$ cat config.mk
export PLATFORM = sky130hd
export DESIGN_NAME = vreg_value_file_flat
export DESIGN_NICKNAME = d
export VERILOG_FILES = /design/src/rtl/vreg_value_file_if.sv /design/src/rtl/vreg_value_file.sv /design/src/flat_wrapper.sv
export SDC_FILE = /design/constraint.sdc
export NUM_CORES = 2
export LEC_CHECK = 0
export CORE_ASPECT_RATIO = 0.8
export CORE_UTILIZATION = 49
export CTS_CLUSTER_SIZE = 40
export DETAILED_ROUTE_END_ITERATION = 8
export GPL_ROUTABILITY_DRIVEN = 1
export HOLD_SLACK_MARGIN = 0.08
export PLACE_DENSITY = 0.72
export SYNTH_ARGS = -nofsm -noshare
export SYNTH_HDL_FRONTEND = slang
export SYNTH_SLANG_ARGS = --single-unit
$ cat constraint.sdc
create_clock -name clk -period 4.71 [get_ports clk]
set_clock_uncertainty 0.1 [all_clocks]
set_input_delay 0.942 -clock clk [delete_from_list [all_inputs] [get_ports clk]]
set_output_delay 0.942 -clock clk [all_outputs]
set_load 0.02 [all_outputs]
$ cat src/rtl/vreg_value_file_if.sv
// Bundle of dispatch, commit, writeback and lookup signals around the vreg value file.
// The master side is the pipeline driving requests; the slave side is the value file.
interface vreg_value_file_if #(
  parameter int VREG_W = 5,
  parameter int XLEN   = 32
);
  logic              flush;
  logic              alloc_req;
  logic              alloc_grant;
  logic [VREG_W-1:0] alloc_vregid;
  logic              free_en;
  logic [VREG_W-1:0] free_vregid;
  logic              wb_en;
  logic [VREG_W-1:0] wb_vregid;
  logic [XLEN-1:0]   wb_val;
  logic [VREG_W-1:0] rd1_vregid;
  logic              rd1_ready;
  logic [XLEN-1:0]   rd1_val;
  logic [VREG_W-1:0] rd2_vregid;
  logic              rd2_ready;
  logic [XLEN-1:0]   rd2_val;
  logic [VREG_W:0]   free_count;
  logic              free_ovf_err;

  modport master (
    output flush, alloc_req, free_en, free_vregid, wb_en, wb_vregid, wb_val,
           rd1_vregid, rd2_vregid,
    input  alloc_grant, alloc_vregid, rd1_ready, rd1_val, rd2_ready, rd2_val,
           free_count, free_ovf_err
  );

  modport slave (
    input  flush, alloc_req, free_en, free_vregid, wb_en, wb_vregid, wb_val,
           rd1_vregid, rd2_vregid,
    output alloc_grant, alloc_vregid, rd1_ready, rd1_val, rd2_ready, rd2_val,
           free_count, free_ovf_err
  );
endinterface

$ cat src/rtl/vreg_value_file.sv
// Virtual-register value file with circular free list, ready bits and
// same-cycle writeback bypass on both operand lookups.
module vreg_value_file #(
  parameter int NUM_VREG = 32,
  parameter int VREG_W   = 5,
  parameter int XLEN     = 32
) (
  input logic              clk,
  input logic              rst_n,
  vreg_value_file_if.slave bus
);
  localparam logic [VREG_W:0] FULL_CNT = (VREG_W+1)'(NUM_VREG);
  localparam logic [VREG_W:0] ONE_CNT  = (VREG_W+1)'(1);

  logic [VREG_W-1:0]   fl_r [NUM_VREG];
  logic [XLEN-1:0]     val_r [NUM_VREG];
  logic [VREG_W-1:0]   head_r;
  logic [VREG_W-1:0]   tail_r;
  logic [VREG_W:0]     count_r;
  logic [VREG_W:0]     count_nxt_s;
  logic [NUM_VREG-1:0] ready_r;
  logic [NUM_VREG-1:0] ready_nxt_s;
  logic                ovf_r;
  logic                grant_s;
  logic                free_acc_s;
  logic                free_rej_s;
  logic [VREG_W-1:0]   head_id_s;

  assign head_id_s = fl_r[head_r];

  // Accept/reject decisions; flush suppresses every list operation.
  always_comb begin
    grant_s    = bus.alloc_req & (count_r != '0) & ~bus.flush;
    free_acc_s = bus.free_en & (count_r != FULL_CNT) & ~bus.flush;
    free_rej_s = bus.free_en & (count_r == FULL_CNT) & ~bus.flush;
  end

  // Next free count from accepted free and granted alloc.
  always_comb begin
    count_nxt_s = count_r;
    case ({free_acc_s, grant_s})
      2'b10:   count_nxt_s = count_r + ONE_CNT;
      2'b01:   count_nxt_s = count_r - ONE_CNT;
      default: count_nxt_s = count_r;
    endcase
  end

  // Ready bits: later statements win, giving free > alloc > writeback.
  always_comb begin
    ready_nxt_s = ready_r;
    if (bus.flush) begin
      ready_nxt_s = '0;
    end else begin
      ready_nxt_s[bus.wb_vregid]  = ready_nxt_s[bus.wb_vregid] | bus.wb_en;
      ready_nxt_s[head_id_s]      = ready_nxt_s[head_id_s] & ~grant_s;
      ready_nxt_s[bus.free_vregid] = ready_nxt_s[bus.free_vregid] & ~free_acc_s;
    end
  end

  // Free list, pointers, count, ready bits and sticky overflow flag.
  always_ff @(posedge clk or negedge rst_n) begin
    if (!rst_n) begin
      for (int i = 0; i < NUM_VREG; i++) fl_r[i] <= VREG_W'(i);
      head_r  <= '0;
      tail_r  <= '0;
      count_r <= FULL_CNT;
      ready_r <= '0;
      ovf_r   <= 1'b0;
    end else if (bus.flush) begin
      for (int i = 0; i < NUM_VREG; i++) fl_r[i] <= VREG_W'(i);
      head_r  <= '0;
      tail_r  <= '0;
      count_r <= FULL_CNT;
      ready_r <= '0;
    end else begin
      if (grant_s) head_r <= head_r + VREG_W'(1);
      if (free_acc_s) begin
        fl_r[tail_r] <= bus.free_vregid;
        tail_r       <= tail_r + VREG_W'(1);
      end
      count_r <= count_nxt_s;
      ready_r <= ready_nxt_s;
      ovf_r   <= ovf_r | free_rej_s;
    end
  end

  // Value storage written by the writeback broadcast.
  always_ff @(posedge clk or negedge rst_n) begin
    if (!rst_n) begin
      for (int i = 0; i < NUM_VREG; i++) val_r[i] <= '0;
    end else if (bus.wb_en & ~bus.flush) begin
      val_r[bus.wb_vregid] <= bus.wb_val;
    end
  end

  // Operand lookups bypass a writeback to the same vreg in the same cycle.
  always_comb begin
    if (bus.wb_en && (bus.wb_vregid == bus.rd1_vregid)) begin
      bus.rd1_ready = 1'b1;
      bus.rd1_val   = bus.wb_val;
    end else begin
      bus.rd1_ready = ready_r[bus.rd1_vregid];
      bus.rd1_val   = val_r[bus.rd1_vregid];
    end
    if (bus.wb_en && (bus.wb_vregid == bus.rd2_vregid)) begin
      bus.rd2_ready = 1'b1;
      bus.rd2_val   = bus.wb_val;
    end else begin
      bus.rd2_ready = ready_r[bus.rd2_vregid];
      bus.rd2_val   = val_r[bus.rd2_vregid];
    end
  end

  assign bus.alloc_grant  = grant_s;
  assign bus.alloc_vregid = head_id_s;
  assign bus.free_count   = count_r;
  assign bus.free_ovf_err = ovf_r;
endmodule

$ cat src/flat_wrapper.sv
// flat-port wrapper written by rule: the top's interface ports become plain ports
module vreg_value_file_flat 
#(
  parameter int NUM_VREG = 32,
  parameter int VREG_W   = 5,
  parameter int XLEN     = 32
)
  (clk, rst_n, bus_flush, bus_alloc_req, bus_free_en, bus_free_vregid, bus_wb_en, bus_wb_vregid, bus_wb_val, bus_rd1_vregid, bus_rd2_vregid, bus_alloc_grant, bus_alloc_vregid, bus_rd1_ready, bus_rd1_val, bus_rd2_ready, bus_rd2_val, bus_free_count, bus_free_ovf_err);
  vreg_value_file_if #(.VREG_W(VREG_W), .XLEN(XLEN)) bus_i ();
  input logic clk;
  input logic rst_n;
  input wire logic [$bits(bus_i.flush)-1:0] bus_flush;
  input wire logic [$bits(bus_i.alloc_req)-1:0] bus_alloc_req;
  input wire logic [$bits(bus_i.free_en)-1:0] bus_free_en;
  input wire logic [$bits(bus_i.free_vregid)-1:0] bus_free_vregid;
  input wire logic [$bits(bus_i.wb_en)-1:0] bus_wb_en;
  input wire logic [$bits(bus_i.wb_vregid)-1:0] bus_wb_vregid;
  input wire logic [$bits(bus_i.wb_val)-1:0] bus_wb_val;
  input wire logic [$bits(bus_i.rd1_vregid)-1:0] bus_rd1_vregid;
  input wire logic [$bits(bus_i.rd2_vregid)-1:0] bus_rd2_vregid;
  output wire logic [$bits(bus_i.alloc_grant)-1:0] bus_alloc_grant;
  output wire logic [$bits(bus_i.alloc_vregid)-1:0] bus_alloc_vregid;
  output wire logic [$bits(bus_i.rd1_ready)-1:0] bus_rd1_ready;
  output wire logic [$bits(bus_i.rd1_val)-1:0] bus_rd1_val;
  output wire logic [$bits(bus_i.rd2_ready)-1:0] bus_rd2_ready;
  output wire logic [$bits(bus_i.rd2_val)-1:0] bus_rd2_val;
  output wire logic [$bits(bus_i.free_count)-1:0] bus_free_count;
  output wire logic [$bits(bus_i.free_ovf_err)-1:0] bus_free_ovf_err;
  assign bus_i.flush = bus_flush;
  assign bus_i.alloc_req = bus_alloc_req;
  assign bus_i.free_en = bus_free_en;
  assign bus_i.free_vregid = bus_free_vregid;
  assign bus_i.wb_en = bus_wb_en;
  assign bus_i.wb_vregid = bus_wb_vregid;
  assign bus_i.wb_val = bus_wb_val;
  assign bus_i.rd1_vregid = bus_rd1_vregid;
  assign bus_i.rd2_vregid = bus_rd2_vregid;
  assign bus_alloc_grant = bus_i.alloc_grant;
  assign bus_alloc_vregid = bus_i.alloc_vregid;
  assign bus_rd1_ready = bus_i.rd1_ready;
  assign bus_rd1_val = bus_i.rd1_val;
  assign bus_rd2_ready = bus_i.rd2_ready;
  assign bus_rd2_val = bus_i.rd2_val;
  assign bus_free_count = bus_i.free_count;
  assign bus_free_ovf_err = bus_i.free_ovf_err;
  vreg_value_file #(.NUM_VREG(NUM_VREG), .VREG_W(VREG_W), .XLEN(XLEN)) u_core (.clk(clk), .rst_n(rst_n), .bus(bus_i));
endmodule
# [Yosys cells after proc, flatten, opt, wreduce, memory -nomap -nowiden]
# Index checks and enable logic that the tools add are counted.
[classes] add_sub_neg=4 magnitude_cmp=15 eq_ne=6 mux=47 bitwise=19 reduce_logical=11
[op_table] operator="$bwmux 1024" n=1
[op_table] operator="$bmux 32 s5" n=2
[op_table] operator="$mux 160" n=2
[op_table] operator="$mux 32" n=8
[op_table] operator="$bwmux 160" n=1
[op_table] operator="$demux 32 s5" n=1
[op_table] operator="$bwmux 32" n=3
[op_table] operator="$mux 5" n=7
[op_table] operator="$ge 6x6->1 const B" n=5
[op_table] operator="$lt 5x6->1 const B" n=5
[op_table] operator="$not 5->6" n=5
[op_table] operator="$bmux 1 s5" n=5
[op_table] operator="$bmux 5 s5" n=1
[op_table] operator="$demux 5 s5" n=1
[op_table] operator="$demux 1 s5" n=3
[op_table] operator="$ge 5x1->1 const B" n=3
[op_table] operator="$lt 6x1->1 const B" n=2
[op_table] operator="$pmux 6 s2" n=1
[op_table] operator="$add 5x1->5 const B" n=2
[op_table] operator="$eq 5x5->1" n=2
[op_table] operator="$mux 1" n=10
[op_table] operator="$and 1x1->1" n=9
[op_table] operator="$logic_and 1x1->1" n=7
[op_table] operator="$add 6x1->6 const B" n=1
[op_table] operator="11 further kinds" n=15
[word_totals] register_bits=1233 in_bits=58 output_inout_bits=79 word_cells=171

# [Logic depth before layout (Yosys ltp)]
[depth] ltp_word=14 ltp_mapped=19 depth_no_buf=13

# [Worst setup path before layout]
# Ideal clock, no wire load.
[synth_timing] path_kind="input port to flip-flop" from="input bus_wb_vregid[0]" to="register u_core.ready_r[1]" setup_time_ps=128 t_arrival_ps=4401 required_ps=4482 path_slack_ps=82 path_stages=15 path_buffers=3 cell_sequence="buf_2 mux4_2 and2_1 a211oi_1 nand3_1 mux2i_1 o2111ai_1 nor3_1 a2111oi_4 and2_1 buf_4 a311oi_4 a311o_2 buf_4 o22ai_1"
[synth_via] elab_chain_cells=14 elab_cells_between_ends=18 classes_between="order compare: 2; mux: 12; bitwise: 3; reduce/logical: 1"
[synth_lines] item="start: declaration" line="flat_wrapper.sv:17" rtl="input wire logic [$bits(bus_i.wb_vregid)-1:0] bus_wb_vregid;"
[synth_lines] item="$lt 5x6->1 (implied by the code) or $ge 5x1->1 (tied branches)" line="vreg_value_file.sv:54" rtl="ready_nxt_s[bus.wb_vregid] = ready_nxt_s[bus.wb_vregid] | bus.wb_en;"
[synth_lines] item="$logic_and 1x1->1 (implied by the code)" line="vreg_value_file.sv:54"
[synth_lines] item="$mux 1 (implied by the code)" line="vreg_value_file.sv:54"
[synth_lines] item="$demux 1 s5"
[synth_lines] item="$bwmux 32 *" line="vreg_value_file.sv:54"
[synth_lines] item="$bmux 1 s5" line="vreg_value_file.sv:55" rtl="ready_nxt_s[head_id_s] = ready_nxt_s[head_id_s] & ~grant_s;"
[synth_lines] item="$mux 1 (implied by the code)" line="vreg_value_file.sv:55"
[synth_lines] item="$and 1x1->1" line="vreg_value_file.sv:55"
[synth_lines] item="$bwmux 32 *" line="vreg_value_file.sv:55"
[synth_lines] item="$bmux 1 s5" line="vreg_value_file.sv:56" rtl="ready_nxt_s[bus.free_vregid] = ready_nxt_s[bus.free_vregid] & ~free_acc_s;"
[synth_lines] item="$mux 1 (implied by the code)" line="vreg_value_file.sv:56"
[synth_lines] item="$and 1x1->1" line="vreg_value_file.sv:56"
[synth_lines] item="$bwmux 32 *" line="vreg_value_file.sv:56"
[synth_lines] item="$mux 32 *" line="vreg_value_file.sv:69" rtl="end else if (bus.flush) begin"
[synth_lines] item="end signal: assignment" line="vreg_value_file.sv:82" rtl="ready_r <= ready_nxt_s;"
[synth_lines] item="end: declaration" line="vreg_value_file.sv:21" rtl="logic [NUM_VREG-1:0] ready_r;"
# Every way passes the cells marked *; elsewhere a longest branch is shown, timed or not. The select of a mux whose other input is x is not followed.
# A chain may end at the register's enable or synchronous reset.

# [Worst setup path in the final report]
[layout_timing] from="input bus_wb_vregid[2]" to="output bus_rd2_val[13]"
[layout_via] elab_chain_cells=3
[layout_lines] item="$eq 5x5->1" line="vreg_value_file.sv:105" rtl="if (bus.wb_en && (bus.wb_vregid == bus.rd2_vregid)) begin"
[layout_lines] item="$logic_and 1x1->1" line="vreg_value_file.sv:105"
[layout_lines] item="$mux 32" line="vreg_value_file.sv:105"
[layout_lines] item="end: declaration" line="flat_wrapper.sv:26" rtl="output wire logic [$bits(bus_i.rd2_val)-1:0] bus_rd2_val;"
# No other way between the ends.

==> metrics list <==
- The flow ran to the end, and the final reports show no timing, DRC or antenna violations.
- The pre-antenna-repair detailed-routing pass consisted of 5 iterations.
* Detail-routed net length per standard cell: 30.3 um
- Of the post-synthesis cell area, the dominant cell type holds 42.7%.
- Kind of capture point of the worst setup path: primary output
- Transition time of the tightest slew-check pin: just under 1 ns
* Mapped Area: about 0.067 sq mm
- Maximum fanout encountered on the critical timing path: 22
- Count of routing violations after the opening detailed-route iteration: between 5000 and 6000
- Clock root buffer: sky130_fd_sc_hd__clkbuf_16
- Top cells by area, synth: sky130_fd_sc_hd__dfrtp_1 (43%), sky130_fd_sc_hd__mux4_2 (23%), sky130_fd_sc_hd__mux2_2 (17%)
- Highest Clock Rate: ~220 MHz
- Critical setup path kind: primary input to primary output
* Worst endpoint data arrival time: around 3.6 ns
* Starting Density: approximately 49%
* Length in cells of the worst reg-to-reg path: 17
* GRT Util Overall: 30.4%
* Largest net degree at the start of global routing: between 100 and 150
- Sum Neg Setup Slack: 0 ns
* Clock net sink count: 1233
- The layout has roughly 10000 filler cells.
- Across the VDD grid, the largest voltage drop is around 290 uV.
- Number of violations of the max-capacitance limit: 0
- For the worst-skew pair, the clock arrives at the later sink with an insertion delay of ~0.79 ns.
* Distinct cell type count after synthesis: between 80 and 90
* Die Outline Area: ~0.14 sq mm
- The library cell used most frequently in the layout, excluding fill and tap cells, is sky130_fd_sc_hd__dfrtp_1.
- Post-synthesis register bit count: 1233
- R2R Setup Slk: about 0.12 ns
- Worst hold slack: slightly below 0.08 ns
- DP Cell Count: roughly 6700
- Once detail routing completed, the nets flagged for antenna violations numbered 0.
- For the worst setup path, the data required time is 3.67 ns.
- Measured along the y axis, the die boundary spans 334 um.
* Die Width: about 420 um
- Of the cells placed in the final design, the portion with a size suffix greater than 1 is 51.5%.
- Area growth syn-to-layout: 17.9%
* Final critical path time including I/O delays and setup: 4.63 ns
* Most used cells in the layout excluding fill and tap cells: sky130_fd_sc_hd__dfrtp_1 (1149), sky130_fd_sc_hd__mux2_2 (1030), sky130_fd_sc_hd__mux4_2 (686)
* Library cell with the largest summed area after synthesis: sky130_fd_sc_hd__dfrtp_1
- Hold Fails Final Rpt: 0
- Clock transition at the register clock pins on the worst setup and hold paths after CTS: 0.06 ns
* Number of DRC violations after detailed routing: 0
- The initialized floorplan defines between 100 and 150 standard-cell rows.
* Via count of the first global-routing pass: between 40000 and 50000
* IO Count: between 100 and 150
- The number of antenna violations at the first check in global routing came to 3.
- The final layout contains routed wiring with a total length of 209 mm.
- Number of buffers created by CTS: 130
- The wire-length estimate of the detail-placed layout is around 130 mm.
* TritonCTS clock tree: yes
- The worst setup path is launched from a primary input.
- First-pass GRT wire length: 314 mm
- The congestion estimate from routability-driven global placement came to 0.976.
* Area of the core region: between 0.1 and 0.15 sq mm
- The total overflow left after global routing is 0.
* Post-layout instance count excluding filler cells: 6921
* Static leakage: 35.0 nW
- In this run, post-CTS hold repair placed 0 buffers.
- Post-synthesis average cell area: approximately 14 sq um
- H-tree Lvls: 4
* Post-synth top flop: sky130_fd_sc_hd__dfrtp_1
- Number of buffers added on ports: ~140
* Proportion of synthesized chip area in sequential cells: approximately 46%
- Post-synth EDFFs: 0
- Yosys printed 0 warnings.
- Max Buffers Root-to-Sink: 3
* Post-synthesis cell count: approximately 4700
- When the netlist entered floorplanning its net count stood at 4747.
- In the finished design, the share of the clock period the worst path needs comes to a little over nine tenths.
* Power density over the cells: between 300 and 400 mW/mm^2
- Worst hold path type: primary input to async pin
- Headroom to the max-slew limit came out at between 30% and 40%.
- FFs w/ async S/R, synth: 100%
- The final number of max-transition violations came to 0.
* Setup violations, final: 0
- The routed layout has 45700 vias.
* Via density per instance: about 6.6
- The final layout contains a little over 5000 nets.
* Beginning of the critical path: bus_wb_vregid[2]
- End of the worst register-to-register path: u_core.ready_r[0]
- In this run the critical register-to-register path is launched from u_core.head_r[0].
-- sequential cells by signal, indices dropped and copies added (netlist names) --
| name | flops |
|---|---|
| u_core.fl_r | 160 |
| u_core.bus.free_count | 6 |
| u_core.head_r | 5 |
| u_core.tail_r | 5 |
| u_core.ready_r | 32 |
| u_core.bus.free_ovf_err | 1 |
| u_core.val_r | 1024 |
-- synth_stat cells (7+ instances only) --
| library cell | number |
|---|---|
| sky130_fd_sc_hd__and2_1 | 13 |
| sky130_fd_sc_hd__o21ai_0 | 152 |
| sky130_fd_sc_hd__inv_1 | 11 |
| sky130_fd_sc_hd__ha_1 | 9 |
| sky130_fd_sc_hd__dfstp_2 | 81 |
| sky130_fd_sc_hd__a21oi_1 | 63 |
| sky130_fd_sc_hd__nand3_1 | 55 |
| sky130_fd_sc_hd__dfrtp_1 | 1152 |
| sky130_fd_sc_hd__nor2_1 | 190 |
| sky130_fd_sc_hd__a211oi_1 | 11 |
| sky130_fd_sc_hd__nor2b_1 | 13 |
| sky130_fd_sc_hd__o22ai_1 | 11 |
| sky130_fd_sc_hd__buf_2 | 7 |
| sky130_fd_sc_hd__o31ai_1 | 10 |
| sky130_fd_sc_hd__nand3b_1 | 7 |
| sky130_fd_sc_hd__mux2_2 | 1030 |
| sky130_fd_sc_hd__a21o_1 | 7 |
| sky130_fd_sc_hd__a221oi_1 | 12 |
| sky130_fd_sc_hd__a22oi_1 | 14 |
| sky130_fd_sc_hd__buf_4 | 9 |
| sky130_fd_sc_hd__mux4_2 | 686 |
| sky130_fd_sc_hd__nor3_1 | 16 |
| sky130_fd_sc_hd__or3_1 | 10 |
| sky130_fd_sc_hd__xor2_1 | 13 |
| sky130_fd_sc_hd__xnor2_1 | 11 |
| sky130_fd_sc_hd__a31oi_1 | 29 |
| sky130_fd_sc_hd__and3_1 | 8 |
| sky130_fd_sc_hd__buf_1 | 87 |
| sky130_fd_sc_hd__mux2i_1 | 178 |
| sky130_fd_sc_hd__a22o_1 | 23 |
| sky130_fd_sc_hd__o22a_1 | 15 |
| sky130_fd_sc_hd__nand2b_1 | 9 |
| sky130_fd_sc_hd__clkbuf_1 | 362 |
| sky130_fd_sc_hd__nand2_1 | 250 |
-- metrics by stage --
stage                     utilization [%]  worst slack (ns)  power [mW]  cell area (sq um)
final                                58.3            0.0845        31.0              79600
after global routing                 58.3          -0.00759        32.1              79600
after CTS                            58.1           0.00592        31.0              79300
after detailed placement             54.7            -0.562        20.0              74700
after global placement               54.7            -0.543        19.7              74700
after floorplan                         -            0.0815        17.1              67500
-- kinds of logic (layout without fill, tap and decap cells) --
group | after synthesis | count (layout) | share of synthesized area [%]
compound gates | 419 | 419 | 4.07
xor+xnor | 24 | 24 | 0.311
fa+ha+maj | 10 | 10 | 0.196
buf+inv | 483 | 879 | 2.78
flops | 1233 | 1233 | 45.9
mux | 1896 | 1896 | 42.8
other cells | 0 | 1 | 0
simple gates | 614 | 614 | 4.02
-- worst max path at each step --
stage	endpoint	slack [ns]	cells after the start
CTS	bus_alloc_vregid[4]	0.006	9
global route	u_core.ready_r[0]	-0.008	19
floorplan	u_core.ready_r[1]	0.08	15
global placement	u_core.ready_r[3]	-0.54	16
detailed placement	u_core.ready_r[3]	-0.56	16
finish	bus_rd2_val[13]	0.08	10
-- routing by layer --
metal  up-vias  GRT usage [%]  share of wire, %
met3       401           7.28               8.9
met2      2192           46.4                46
met1     24500           42.9                41
met4         2           10.4               3.3
li1      18600              -                 -
met5         -              0            0.0081
-- final cells by class --
type                    count  area (sq um)  share of cell area (%)
multi-input cells        2963         35000                    44.0
flip-flops and latches   1233         31000                    38.9
repair buffers            634          6670                    8.38
diodes                      1          2.50                 0.00314
clock inverters            47           672                   0.844
inverters                  15          56.3                  0.0708
well taps                1845          2310                    2.90
clock buffers             183          3870                    4.86
-- critical path: stages --
cell,delay [ns]
sky130_fd_sc_hd__clkdlybuf4s50_1,0.47
sky130_fd_sc_hd__buf_4,0.17
sky130_fd_sc_hd__buf_4,0.15
sky130_fd_sc_hd__xor2_1,0.16
sky130_fd_sc_hd__nor4_1,0.32
sky130_fd_sc_hd__and3_4,0.28
sky130_fd_sc_hd__buf_12,0.18
sky130_fd_sc_hd__nand2_1,0.07
sky130_fd_sc_hd__o21ai_0,0.12
sky130_fd_sc_hd__clkdlybuf4s50_1,0.65
-- power breakdown --
| group | switching, mW | internal (mW) | total, mW | leakage, nW |
|---|---|---|---|---|
| sequential | 0.998 | 11.9 | 12.9 | 16.2 |
| combinational | 3.25 | 3.85 | 7.10 | 16.5 |
| clock | 4.50 | 6.52 | 11.0 | 2.24 |
-- repair_timing --
action                     CTS  global route
buffers inserted             6             5
setup endpoints to repair   28            59
gates resized for setup     11            70
pin swaps                    1             8
(Power assumes the default switching activity.)
